--- src/rtl/hazard_flush_ctrl_pkg.sv ---
// Shared types and constants for the ID-stage hazard/flush controller.
// Also provides the parameter legality check used by the top at elaboration.
package hazard_flush_ctrl_pkg;

  localparam int SB_RD_W     = 8;
  localparam int FLUSH_CNT_W = 2;
  localparam int FWD_SEL_RF  = 0;

  // rd is stored zero-extended to SB_RD_W so the type is independent of REG_IDX_W.
  typedef struct packed {
    logic               valid;
    logic [SB_RD_W-1:0] rd;
    logic               is_load;
  } sb_entry_t;

  function automatic bit params_legal(int track_depth, int load_lat,
                                      int flush_cycles, int reg_idx_w);
    return (track_depth >= 1) && (track_depth <= 4) &&
           (load_lat >= 0) && (load_lat < track_depth) &&
           (flush_cycles >= 1) && (flush_cycles <= 4) &&
           (reg_idx_w >= 1) && (reg_idx_w <= SB_RD_W);
  endfunction

endpackage

--- src/rtl/hazard_flush_ctrl_src_match.sv ---
// Matches one ID source register against every scoreboard entry and returns
// the hazard flag plus the forward select of the youngest matching producer.
module hazard_src_match
  import hazard_flush_ctrl_pkg::*;
#(
  parameter int REG_IDX_W   = 5,
  parameter int TRACK_DEPTH = 2,
  parameter int FORWARD_EN  = 1,
  parameter int LOAD_LAT    = 1,
  parameter int FWD_W       = $clog2(TRACK_DEPTH + 1)
) (
  input  logic [REG_IDX_W-1:0] src_idx,
  input  logic                 src_used,
  input  sb_entry_t            entries [TRACK_DEPTH],
  output logic                 hazard,
  output logic [FWD_W-1:0]     fwd_sel
);

  always_comb begin
    hazard  = 1'b0;
    fwd_sel = FWD_W'(FWD_SEL_RF);
    // Walk oldest to youngest so the youngest match is the one left standing.
    for (int k = TRACK_DEPTH - 1; k >= 0; k--) begin
      if (src_used && entries[k].valid && (entries[k].rd != '0) &&
          (entries[k].rd == SB_RD_W'(src_idx))) begin
        if ((FORWARD_EN == 0) || (entries[k].is_load && (k < LOAD_LAT))) begin
          hazard  = 1'b1;
          fwd_sel = FWD_W'(FWD_SEL_RF);
        end else begin
          hazard  = 1'b0;
          fwd_sel = FWD_W'(k + 1);
        end
      end
    end
  end

endmodule

--- src/rtl/hazard_flush_ctrl.sv ---
// Pipeline control beside ID: scoreboard of in-flight destinations, load-use/RAW
// stall, operand forward selects and multi-cycle IF/ID squash after taken branches.
module hazard_flush_ctrl
  import hazard_flush_ctrl_pkg::*;
#(
  parameter int REG_IDX_W    = 5,
  parameter int TRACK_DEPTH  = 2,
  parameter int FORWARD_EN   = 1,
  parameter int LOAD_LAT     = 1,
  parameter int FLUSH_CYCLES = 2,
  parameter int FWD_W        = $clog2(TRACK_DEPTH + 1)
) (
  input  logic                 clk,
  input  logic                 rst,
  input  logic                 id_valid,
  input  logic [REG_IDX_W-1:0] id_rs1_idx,
  input  logic [REG_IDX_W-1:0] id_rs2_idx,
  input  logic                 id_rs1_used,
  input  logic                 id_rs2_used,
  input  logic [REG_IDX_W-1:0] id_rd_idx,
  input  logic                 id_reg_wr,
  input  logic                 id_is_load,
  input  logic                 ex_take_branch,
  input  logic                 mem_busy,
  output logic                 if_id_enable,
  output logic                 id_ex_bubble,
  output logic                 if_id_flush,
  output logic [FWD_W-1:0]     fwd_a_sel,
  output logic [FWD_W-1:0]     fwd_b_sel,
  output logic [31:0]          stall_cycles
);

  if (!params_legal(TRACK_DEPTH, LOAD_LAT, FLUSH_CYCLES, REG_IDX_W)) begin : g_param_check
    $error("hazard_flush_ctrl: illegal parameter combination");
  end

  sb_entry_t              sb [TRACK_DEPTH];
  sb_entry_t              new_entry;
  logic [FLUSH_CNT_W-1:0] flush_cnt;
  logic                   haz_a;
  logic                   haz_b;
  logic                   flush_active;
  logic                   stall;

  hazard_src_match #(
    .REG_IDX_W  (REG_IDX_W),
    .TRACK_DEPTH(TRACK_DEPTH),
    .FORWARD_EN (FORWARD_EN),
    .LOAD_LAT   (LOAD_LAT),
    .FWD_W      (FWD_W)
  ) u_match_a (
    .src_idx (id_rs1_idx),
    .src_used(id_rs1_used),
    .entries (sb),
    .hazard  (haz_a),
    .fwd_sel (fwd_a_sel)
  );

  hazard_src_match #(
    .REG_IDX_W  (REG_IDX_W),
    .TRACK_DEPTH(TRACK_DEPTH),
    .FORWARD_EN (FORWARD_EN),
    .LOAD_LAT   (LOAD_LAT),
    .FWD_W      (FWD_W)
  ) u_match_b (
    .src_idx (id_rs2_idx),
    .src_used(id_rs2_used),
    .entries (sb),
    .hazard  (haz_b),
    .fwd_sel (fwd_b_sel)
  );

  assign flush_active = ex_take_branch || (flush_cnt != '0);
  assign stall        = id_valid && (haz_a || haz_b) && !flush_active;

  // Freeze beats flush beats stall.
  always_comb begin
    if_id_enable = 1'b1;
    id_ex_bubble = 1'b0;
    if_id_flush  = 1'b0;
    if (mem_busy) begin
      if_id_enable = 1'b0;
    end else if (flush_active) begin
      if_id_flush  = 1'b1;
      id_ex_bubble = 1'b1;
    end else if (stall) begin
      if_id_enable = 1'b0;
      id_ex_bubble = 1'b1;
    end
  end

  always_comb begin
    new_entry.valid   = id_valid && id_reg_wr && !id_ex_bubble && (id_rd_idx != '0);
    new_entry.rd      = SB_RD_W'(id_rd_idx);
    new_entry.is_load = id_is_load;
  end

  always_ff @(posedge clk or posedge rst) begin
    if (rst) begin
      for (int k = 0; k < TRACK_DEPTH; k++) sb[k] <= '0;
      flush_cnt    <= '0;
      stall_cycles <= '0;
    end else if (!mem_busy) begin
      for (int k = 1; k < TRACK_DEPTH; k++) sb[k] <= sb[k-1];
      sb[0] <= new_entry;
      if (ex_take_branch) flush_cnt <= FLUSH_CNT_W'(FLUSH_CYCLES - 1);
      else if (flush_cnt != '0) flush_cnt <= flush_cnt - 1'b1;
      if (stall && (stall_cycles != 32'hFFFF_FFFF)) stall_cycles <= stall_cycles + 32'd1;
    end
  end

endmodule

--- config.mk ---
export PLATFORM = sky130hd
export DESIGN_NAME = hazard_flush_ctrl
export DESIGN_NICKNAME = d
export VERILOG_FILES = /design/src/rtl/hazard_flush_ctrl_pkg.sv /design/src/rtl/hazard_flush_ctrl_src_match.sv /design/src/rtl/hazard_flush_ctrl.sv
export SDC_FILE = /design/constraint.sdc
export NUM_CORES = 1
export LEC_CHECK = 0
export BUFFER_PORTS_ARGS = -buffer_cell sky130_fd_sc_hd__buf_4
export CAP_MARGIN = 10
export CORE_MARGIN = 1
export CORE_UTILIZATION = 55
export DETAILED_ROUTE_END_ITERATION = 12
export PLACE_DENSITY_LB_ADDON = 0.12
export RECOVER_POWER = 50
export SLEW_MARGIN = 5
export SYNTH_ARGS = -nofsm -noshare
export SYNTH_HDL_FRONTEND = slang
export SYNTH_SLANG_ARGS = --single-unit
--- constraint.sdc ---
create_clock -name clk -period 4.6 [get_ports clk]
set_clock_uncertainty 0.2 [all_clocks]
set_input_delay 0 -clock clk [delete_from_list [all_inputs] [get_ports clk]]
set_output_delay 0 -clock clk [all_outputs]
set_load 0.02 [all_outputs]
==> flow_metrics.tcl, run 1 <==
set metrics [dict create \
    rows 24 \
    period_needed_ns 2.75 \
    dp_hpwl_um 4070 \
    ant_nets 0 \
    vias_per_cell 5.60 \
    postRouteWirelength_um 5770 \
    tns_ns 0 \
    crit_fanout 19 \
    drtIter0Drc 126 \
    cp-end-kind "flop" \
    clock_latency_ns 0.29 \
    overflow 0 \
    slew_violations 48 \
    avgSynthCellArea_sq_um 10.9 \
    cts_max_level 2 \
    boundaryPins 63 \
    max-slew-margin-rel -0.623 \
    min_from "id_rs1_used" \
    clk_pin_slew_ns 0.08 \
    maxCapViolations 1 \
    max_freq_ghz 0.364 \
    grt_max_degree 48 \
    grt_pass1_wl_um 9430 \
    post-route-period-util 0.598 \
    hold_viol 0 \
    leakagePower_nw 1.41 \
    die_h_um 70.4 \
    fin_nets 346 \
    cts_hold_buf 18 \
    post-cts-setup-buffers 0 \
    synthFlopType "dfrtp_1" \
    cts.path.max_buffers 2 \
    status "finished with violations" \
    ys_ff_latch 47 \
    rsz0062_at_grt "no" \
    worstReg2RegEnd "stall_cycles[1]" \
    syn_to_final_growth_pct 27.3 \
    arrival_ns 2.73 \
    portBuffers 62 \
    wl_per_cell_um 15.5 \
    hold_ws_ns 0.0384 \
    synth_edf_count 0 \
    drc_errors 0 \
    final_cell_count_no_fill 372 \
    coreArea_sq_mm 0.00441 \
    placed_cells 347 \
    violations "capacitance limit, slew limit" \
    synth_cells 236 \
    clock_sinks 47 \
    initial_utilization 0.582 \
    drive_gt1_frac 0.216 \
    setup_viol 0 \
    powerDensity_mw_per_mm2 253 \
    tritoncts "built" \
    worstRegToRegCells 6 \
    syn_nets 262 \
    crit_path_start_kind "flop" \
    vias 2082 \
    whs_path_depth 4 \
    ys_seq_area_frac 0.457 \
    worstMarginPinSlew_ns 2.44 \
    root_buffer "clkbuf_8" \
    total_power_mw 0.829 \
    crit_type "reg2reg" \
    diodes 0 \
    peakVddDrop_mv 0.174 \
    ys_warn_count 0 \
    r2r_start "sb[15]" \
    gp_congestion 0.907 \
    cts_resized 0 \
    min_to "stall_cycles[16]" \
    hold_path_class "in2reg" \
    synth.cell_area_sq_mm 0.00257 \
    synth_cell_types 39 \
    die_w_um 70.4 \
    cp.required_ns 4.58 \
    grt_antenna_before_repair 0 \
    r2r_setup_slack_ns 1.85 \
    detail_route.first_pass.iterations 4 \
    placed_area_sq_mm 0.00309 \
    fin_area_sq_mm 0.00327 \
    numCtsBuffers 5 \
    ys_async_sr_fraction 1.00 \
    grt_pass1_vias 1973 \
    fillers 346 \
    grtUsageTotal 0.243 \
    die-area_sq_mm 0.00495 \
]
[final cells by class]
type                            instances  area [sq um]  share of cell area
Inverter                                5          18.8             0.00574
Timing Repair Buffer                   81           567               0.173
Clock inverter                          1          5.00             0.00153
Multi-Input combinational cell        180          1360               0.415
Sequential cell                        47          1180               0.359
Clock buffer                            6          82.6              0.0252
Tap cell                               52          65.1              0.0199
[metrics by stage]
| stage | worst slack [ns] | util |
|---|---|---|
| after detailed placement | 1.85 | 0.700 |
| after global placement | 1.95 | 0.700 |
| final | 1.85 | 0.741 |
| after CTS | 1.83 | 0.761 |
| after global routing | 1.24 | 0.741 |
| after floorplan | 2.26 | - |
[state kept, by name (all words and copies together), names as in the netlist]
name / flops
stall_cycles: 32
flush_cnt: 2
sb: 13
[per-layer routing]
layer,vias to the layer above,share of wire,GRT usage
met5,-,0,0
met4,0,0.0078,0.0600
met3,5,0.044,0.0375
met2,51,0.47,0.384
met1,1010,0.48,0.351
li1,1016,-,-
[cells by family after synthesis]
kind of cell | count (synthesis) | synth area share
AND/OR/NAND/NOR | 97 | 0.228
flip-flops | 47 | 0.457
AO/OA/AOI/OAI | 17 | 0.0584
multiplexers | 14 | 0.0613
adder cells (fa/ha/maj) | 2 | 0.00973
buffers and inverters | 9 | 0.0146
XOR/XNOR | 50 | 0.170
[power breakdown]
part	internal [mW]	total, mW	switching (mW)
registers	0.432	0.454	0.0223
clock network	0.118	0.247	0.129
logic	0.0676	0.128	0.0603
[synthesized netlist by cell type (all sizes together), types with 2 or more instances]
library cell   n  area [sq um]
o21ai          5          25.0
nor2          12          45.0
nor4           4          46.3
nand2         13          48.8
dfrtp         47          1180
xor2          20           175
xnor2         30           263
nand3         16          97.6
a2111oi        3          57.6
o211ai         2          15.0
a21oi          4          23.8
nor3           7          35.0
ha             2          25.0
inv            5          18.8
buf            4          18.8
nand4         18           113
mux2          14           158
and4           3          26.3
and3          10          62.6
and2           5          31.3
or4            3          22.5
[cells in the final DEF, fill, tap and decap left out, types with 4 or more instances in the layout]
| master | Yosys | layout |
|---|---|---|
| o21ai_0 | 4 | 4 |
| mux2_2 | 12 | 12 |
| and3_1 | 10 | 10 |
| clkbuf_1 | 0 | 23 |
| nor3_1 | 7 | 7 |
| dfrtp_1 | 47 | 47 |
| xor2_1 | 20 | 20 |
| nand2_1 | 13 | 13 |
| and2_1 | 5 | 5 |
| nand3_1 | 14 | 14 |
| clkbuf_8 | 0 | 6 |
| xnor2_1 | 30 | 30 |
| nand4_1 | 18 | 18 |
| buf_4 | 0 | 39 |
| nor2_1 | 12 | 12 |
| inv_1 | 5 | 4 |
| dlygate4sd3_1 | 0 | 18 |
[how the worst max path moves through the flow]
stage	startpoint	to	slack, ns	cells after the start
2_1_floorplan	stall_cycles[3]	stall_cycles[1]	2.26	6
3_3_place_gp	sb[15]	stall_cycles[1]	1.95	6
3_5_place_dp	sb[15]	stall_cycles[1]	1.85	6
4_1_cts	sb[15]	stall_cycles[1]	1.83	6
5_1_grt	rst	stall_cycles[30]	1.24	4
6_report	sb[15]	stall_cycles[1]	1.85	6
[critical path, stage by stage (launching register included)]
cell and delay (ns):
dfrtp_1 0.44, xor2_1 0.19, nor4_2 0.29, nand3_2 0.23
a21oi_2 0.71, nand2_1 0.22, mux2_1 0.36
(Power assumes the default switching activity.)
==> run 2, diff against run 1 <==
Settings changed: ABC_AREA set to 1, CORE_UTILIZATION 55 to 50.
Clock period 4.6 ns to 2.3 ns, I/O delays scaled along.
==> run 2 against run 1 <==
The run now ends clean. Synthesized area rose by 15%. Design area is 15% higher. Sequential power grew 98%. Critical path depth grew 4. Setup slack worse by 1.7 ns. Via count up 46%. Synthesized cell count is 80% higher. Final cell count is 57% higher. Clock power is 140% higher. Non-clock buffer count increased by 9. Largest cell class unchanged. Highest routed layer unchanged.
==> flow_metrics.tcl, run 2 <==
set metrics [dict create \
    status "finished, final reports clean" \
    grt_use_met3 0.0414 \
    portBuffers 62 \
    grtUsageTotal 0.263 \
    peakVddDrop_mv 0.398 \
    cts_max_level 2 \
    r2r_setup_slack_ns 0.16 \
    ys_seq_area_frac 0.397 \
    detail_route.first_pass.iterations 4 \
    synth_cell_types 31 \
    top_regs "stall_cycles x32, sb x13, flush_cnt x2" \
    syn_to_final_growth_pct 27.3 \
    final_core_util 0.672 \
    largest_reg_flops 32 \
    syn_nets 450 \
    crit_path_max_incr_delay_ns 0.43 \
    die-area_sq_mm 0.00623 \
    cp-end-kind "flop" \
    crit_path_start_kind "flop" \
    arrival_ns 2.13 \
    final_cell_mix "155 x nand2_1, 59 x inv_1, 46 x buf_4, 45 x dfrtp_1, 33 x nand3_1" \
    ys_top_cells_by_count "155 x nand2_1, 60 x inv_1, 47 x dfrtp_1, 33 x nand3_1, 19 x nor2_1" \
    grt_pass1_wl_um 13000 \
    postRouteWirelength_um 7530 \
    numCtsBuffers 5 \
    hold_viol 0 \
    tritoncts "built" \
    layout_setup_ws_ns 0.157 \
    synthTopCellsByArea "dfrtp_1 40%, nand2_1 20%, inv_1 7.6%, nand3_1 5.6%, nand3b_1 4.3%" \
    ys_async_sr_fraction 1.00 \
    max-slew-margin-rel 0.397 \
    period_needed_ns 2.14 \
    final_cell_count_no_fill 583 \
    crit_top_cell "nor2_4" \
    slew_violations 0 \
    clk_pin_slew_ns 0.09 \
    overflow 0 \
    max_freq_ghz 0.467 \
    grt.busiest_layer "met2" \
    cts.path.max_buffers 2 \
    coreArea_sq_mm 0.00561 \
    min_to "sb[19]" \
    initial_utilization 0.528 \
    cp_num_buf_inv 1 \
    grt_max_degree 28 \
    wl_per_cell_um 12.9 \
    ant_nets 0 \
    synth_edf_count 0 \
    synth_cells 424 \
    die_w_um 78.9 \
    rows 27 \
    avgSynthCellArea_sq_um 6.98 \
    final_common_cell "nand2_1" \
    ys_ff_latch 47 \
    grt_pass1_vias 2870 \
    hold_path_class "in2reg" \
    r2r_start "stall_cycles[0]" \
    min_from "id_valid" \
    clock_sinks 47 \
    yosysMostFrequentCell "nand2_1" \
    setup_viol 0 \
    cp.required_ns 2.29 \
    post-route-period-util 0.932 \
    root_buffer "clkbuf_8" \
    gp_congestion 0.912 \
    vias_per_cell 5.22 \
    diodes 0 \
    crit_type "reg2reg" \
    drive_gt1_frac 0.178 \
    top_register "stall_cycles" \
    ys_warn_count 0 \
    drc_errors 0 \
    crit_family "simple AND/OR/NAND/NOR gates" \
    worstRegToRegCells 10 \
    met2_usage 0.438 \
    cp_slowest_cell "dfrtp_2" \
    maxCapViolations 0 \
    met1_usage 0.349 \
    powerDensity_mw_per_mm2 471 \
    fin_nets 537 \
    crit_fanout 27 \
    dp_hpwl_um 5500 \
    drtIter0Drc 167 \
    cp_cell_sequence "ha_4 -> nand2_1 -> nor2_4 -> nand2_2 -> nor2_4 -> nand3_4 -> nor2_4 -> nor2_4 -> buf_12 -> xor2_1" \
    worstMarginPinSlew_ns 0.904 \
    placed_cells 556 \
    hold_ws_ns 0.0176 \
    boundaryPins 63 \
    place_worst_setup_slack_ns 0.107 \
    worstReg2RegEnd "stall_cycles[0]" \
    whs_path_depth 6 \
    die_h_um 78.9 \
    clock_latency_ns 0.30 \
    synth_top_cell_by_area "dfrtp_1" \
    vias 3041 \
    leakagePower_nw 1.89 \
    synthFlopType "dfrtp_1" \
    synth.cell_area_sq_mm 0.00296 \
    yosys.area.top_type_share 0.397 \
    grt_antenna_before_repair 0 \
]
==> run 2: cell types whose count changed in the layout (fill, tap and decap cells not counted), sizes merged, moves of 9 or more <==
cell	previous run	this run
xnor2	30	1
inv	4	64
nand3b	1	17
and3	10	1
mux2	14	0
nor2	12	25
nand3	16	34
buf	39	49
xor2	20	2
nand2	13	166
==> run 2: cells by family (layout without fill, tap and decap cells) <==
| logic type | Yosys count | in the layout | synth area share |
|---|---|---|---|
| buffers and inverters | 75 | 162 | 0.106 |
| adders and majority gates | 2 | 2 | 0.00846 |
| and+or+nand+nor | 269 | 269 | 0.424 |
| DFF | 47 | 47 | 0.397 |
| AOI/OAI and AO/OA | 28 | 28 | 0.0554 |
| xor gates and xnor gates | 3 | 3 | 0.00888 |
==> run 2: worst max-delay path by stage <==
stage                    start               end  slack [ns]  depth (start not counted)
2_1_floorplan  stall_cycles[0]  stall_cycles[31]        0.17                         12
3_3_place_gp   stall_cycles[1]   stall_cycles[4]        0.13                         12
3_5_place_dp   stall_cycles[0]  stall_cycles[27]        0.11                         11
4_1_cts        stall_cycles[0]  stall_cycles[23]        0.06                         11
5_1_grt                 sb[13]   stall_cycles[4]      -0.005                         13
6_report       stall_cycles[0]   stall_cycles[0]        0.16                         10
==> run 2: worst reg2reg max path, cell delays in order, from the launching register on <==
cell and delay [ns]:
dfrtp_2 0.43, ha_4 0.16, nand2_1 0.10, nor2_4 0.13
nand2_2 0.11, nor2_4 0.19, nand3_4 0.12, nor2_4 0.21
nor2_4 0.07, buf_12 0.17, xor2_1 0.15
==> run 2: metal layers <==
metal | part of all wire | wire length (um) | vias to the layer above
li1 | - | - | 1520
met1 | 0.45 | 3380 | 1416
met2 | 0.48 | 3610 | 91
met3 | 0.054 | 406 | 14
met4 | 0.017 | 127 | 0
met5 | 0 | 0 | -
==> run 2: report_power, final <==
group          switching (mW)  total [mW]  leakage [nW]  internal (mW)
clock network           0.286       0.604        0.0502          0.318
logic                   0.153       0.270          1.24          0.117
registers              0.0372       0.901         0.604          0.864
total                   0.476        1.77          1.89           1.30
==> run 2: timing repair <==
item	CTS	global route
setup buffers	0	5
endpoints found under the setup margin	0	32
endpoints found under the hold margin	62	0
hold buffers	15	0
gates resized for setup	0	12
==> run 2: cell type report <==
class,count,area (sq um)
multi-input cells,302,1510
fillers,522,1840
well taps,72,90.1
flip-flops and latches,47,1180
clock buffers,5,68.8
repair buffers,90,641
clock inverters,2,37.5
inverters,65,244
==> run 2: metrics by stage <==
stage / power [mW] / instance area (sq um) / setup TNS, ns
after detailed placement: 1.16 / 3530 / 0
final: 1.77 / 3770 / 0
after floorplan: 1.06 / 2960 / 0
after global placement: 1.15 / 3530 / 0
after CTS: 1.79 / 3790 / 0
after global routing: 1.86 / 3770 / -0.0115
==> run 3, diff against run 2 <==
Settings changed: CORE_UTILIZATION 50 to 51, CTS_BUF_LIST set to sky130_fd_sc_hd__clkbuf_4, GPL_ROUTABILITY_DRIVEN set to 0.
==> run 3 against run 2 <==
Global-route usage increased by 0.10 points. Clock power decreased by 34%. Utilization increased by 1.9 points.
==> flow_metrics.tcl, run 3 (synthesized netlist as in run 2, its figures left out) <==
set metrics [dict create \
    grt_max_degree 48 \
    place_worst_setup_slack_ns 0.0984 \
    grt_pass1_vias 2887 \
    drc_errors 0 \
    clk_pin_slew_ns 0.13 \
    worstMarginPinSlew_ns 1.17 \
    period_needed_ns 2.26 \
    fin_area_sq_mm 0.00383 \
    cp-end-kind "flop" \
    maxCapViolations 0 \
    arrival_ns 2.32 \
    crit_family "simple AND/OR/NAND/NOR gates" \
    clock_latency_ns 0.36 \
    crit_path_start_kind "flop" \
    vias 3021 \
    root_buffer "clkbuf_4" \
    vias_per_cell 5.14 \
    cp_cell_sequence "ha_2 -> nand2_2 -> nor2_4 -> nand2_4 -> nor2_4 -> nand3_4 -> nor2_4 -> nor2_4 -> clkbuf_16 -> nand3b_1 -> nand2_1" \
    drive_gt1_frac 0.205 \
    clock_sinks 47 \
    leakagePower_nw 1.99 \
    placed_cells 553 \
    slew_violations 0 \
    rows 27 \
    layout_setup_ws_ns 0.0403 \
    crit_type "reg2reg" \
    fillers 490 \
    postRouteWirelength_um 7510 \
    hold_path_class "in2out" \
    powerDensity_mw_per_mm2 411 \
    initial_utilization 0.534 \
    coreArea_sq_mm 0.00554 \
    final_cell_count_no_fill 588 \
    crit_fanout 23 \
    final_common_cell "nand2_1" \
    top_register "stall_cycles" \
    tritoncts "built" \
    post-route-period-util 0.982 \
    total_power_mw 1.57 \
    peakVddDrop_mv 0.234 \
    cp_num_buf_inv 1 \
    portBuffers 62 \
    grt_antenna_before_repair 0 \
    grtUsageTotal 0.264 \
    grt_pass1_wl_um 12900 \
    cts.path.max_buffers 2 \
    cp.required_ns 2.36 \
    drtIter0Drc 137 \
    wl_per_cell_um 12.8 \
    placed_area_sq_mm 0.00350 \
    overflow 0 \
    die-area_sq_mm 0.00611 \
    setup_viol 0 \
    dp_hpwl_um 5210 \
    die_w_um 78.2 \
    largest_reg_flops 32 \
    cp_slowest_cell "dfrtp_1" \
    multiInputGateArea_sq_mm 0.00152 \
    boundaryPins 63 \
    numCtsBuffers 5 \
    crit_path_max_incr_delay_ns 0.44 \
    regArea_sq_mm 0.00118 \
    cts_max_level 2 \
    detail_route.first_pass.iterations 5 \
    fin_nets 541 \
    top_regs "stall_cycles x32, sb x13, flush_cnt x2" \
    status "finished, final reports clean" \
    diodes 0 \
    final_cell_mix "154 x nand2_1, 62 x buf_4, 60 x inv_1, 47 x dfrtp_1, 33 x nand3_1" \
    max-slew-margin-rel 0.217 \
    ant_nets 0 \
    crit_top_cell "nor2_4" \
    max_freq_ghz 0.443 \
    syn_to_final_growth_pct 29.4 \
    hold_viol 0 \
    die_h_um 78.2 \
]
## run 3: changes by cell type in the layout (fill, tap and decap cells not counted), sizes merged
| cell | before | now |
|---|---|---|
| clkinv | 1 | 3 |
| bufinv | 1 | 0 |
| clkinvlp | 1 | 0 |
| clkbuf | 31 | 20 |
| dlygate4sd3 | 15 | 16 |
| buf | 49 | 64 |
## run 3: layout make-up
cell class,instances,share of cell area
multi-input cells,302,0.398
flip-flops and latches,47,0.307
repair buffers,94,0.194
inverters,65,0.0637
well taps,72,0.0235
clock buffers,6,0.0118
clock inverters,2,0.00196
## run 3: report_power, final
group / internal (mW) / switching, mW / leakage, nW / total (mW)
Combinational: 0.119 / 0.155 / 1.35 / 0.275
Sequential: 0.864 / 0.0352 / 0.608 / 0.899
Clock: 0.126 / 0.274 / 0.0307 / 0.400
## run 3: worst min-delay path: cells and delay by family
family          cells  cell delay [ns]
compound gates      1             0.06
buf+inv             2             0.26
## run 3: layer usage
metal	GRT usage	up-vias	share of wire	wire length [um]
met5	0	-	0	0
met4	0.0648	0	0.011	80
met3	0.0442	8	0.045	341
met2	0.441	81	0.48	3630
met1	0.357	1394	0.46	3460
li1	-	1538	-	-
## run 3: final timing paths
kind | from | depth (start not counted) | end | slack, ns
max | stall_cycles[1] | 11 | stall_cycles[2] | 0.04
max in group asynchronous | rst | 4 | sb[19] | 0.83
min | id_rs2_idx[1] | 3 | fwd_b_sel[1] | 0.11
min in group asynchronous | rst | 4 | stall_cycles[11] | 0.36
max reg2reg | stall_cycles[1] | 11 | stall_cycles[2] | 0.04
min reg2reg | flush_cnt[0] | 1 | flush_cnt[0] | 0.31
## run 3: per-stage QoR
stage | hold slack (ns) | setup TNS [ns] | utilization
after global placement | 0.000475 | 0 | 0.632
final | 0.110 | 0 | 0.691
after CTS | 0.142 | 0 | 0.670
after global routing | 0.124 | -0.245 | 0.691
after detailed placement | 0.0121 | 0 | 0.632
after floorplan | -0.0904 | 0 | -
## run 3: timing repair
item,in CTS,in global routing
setup buffers,0,10
resized for setup,0,12
hold buffers,16,0
endpoints found under the hold margin,63,0
setup endpoints to repair,0,33
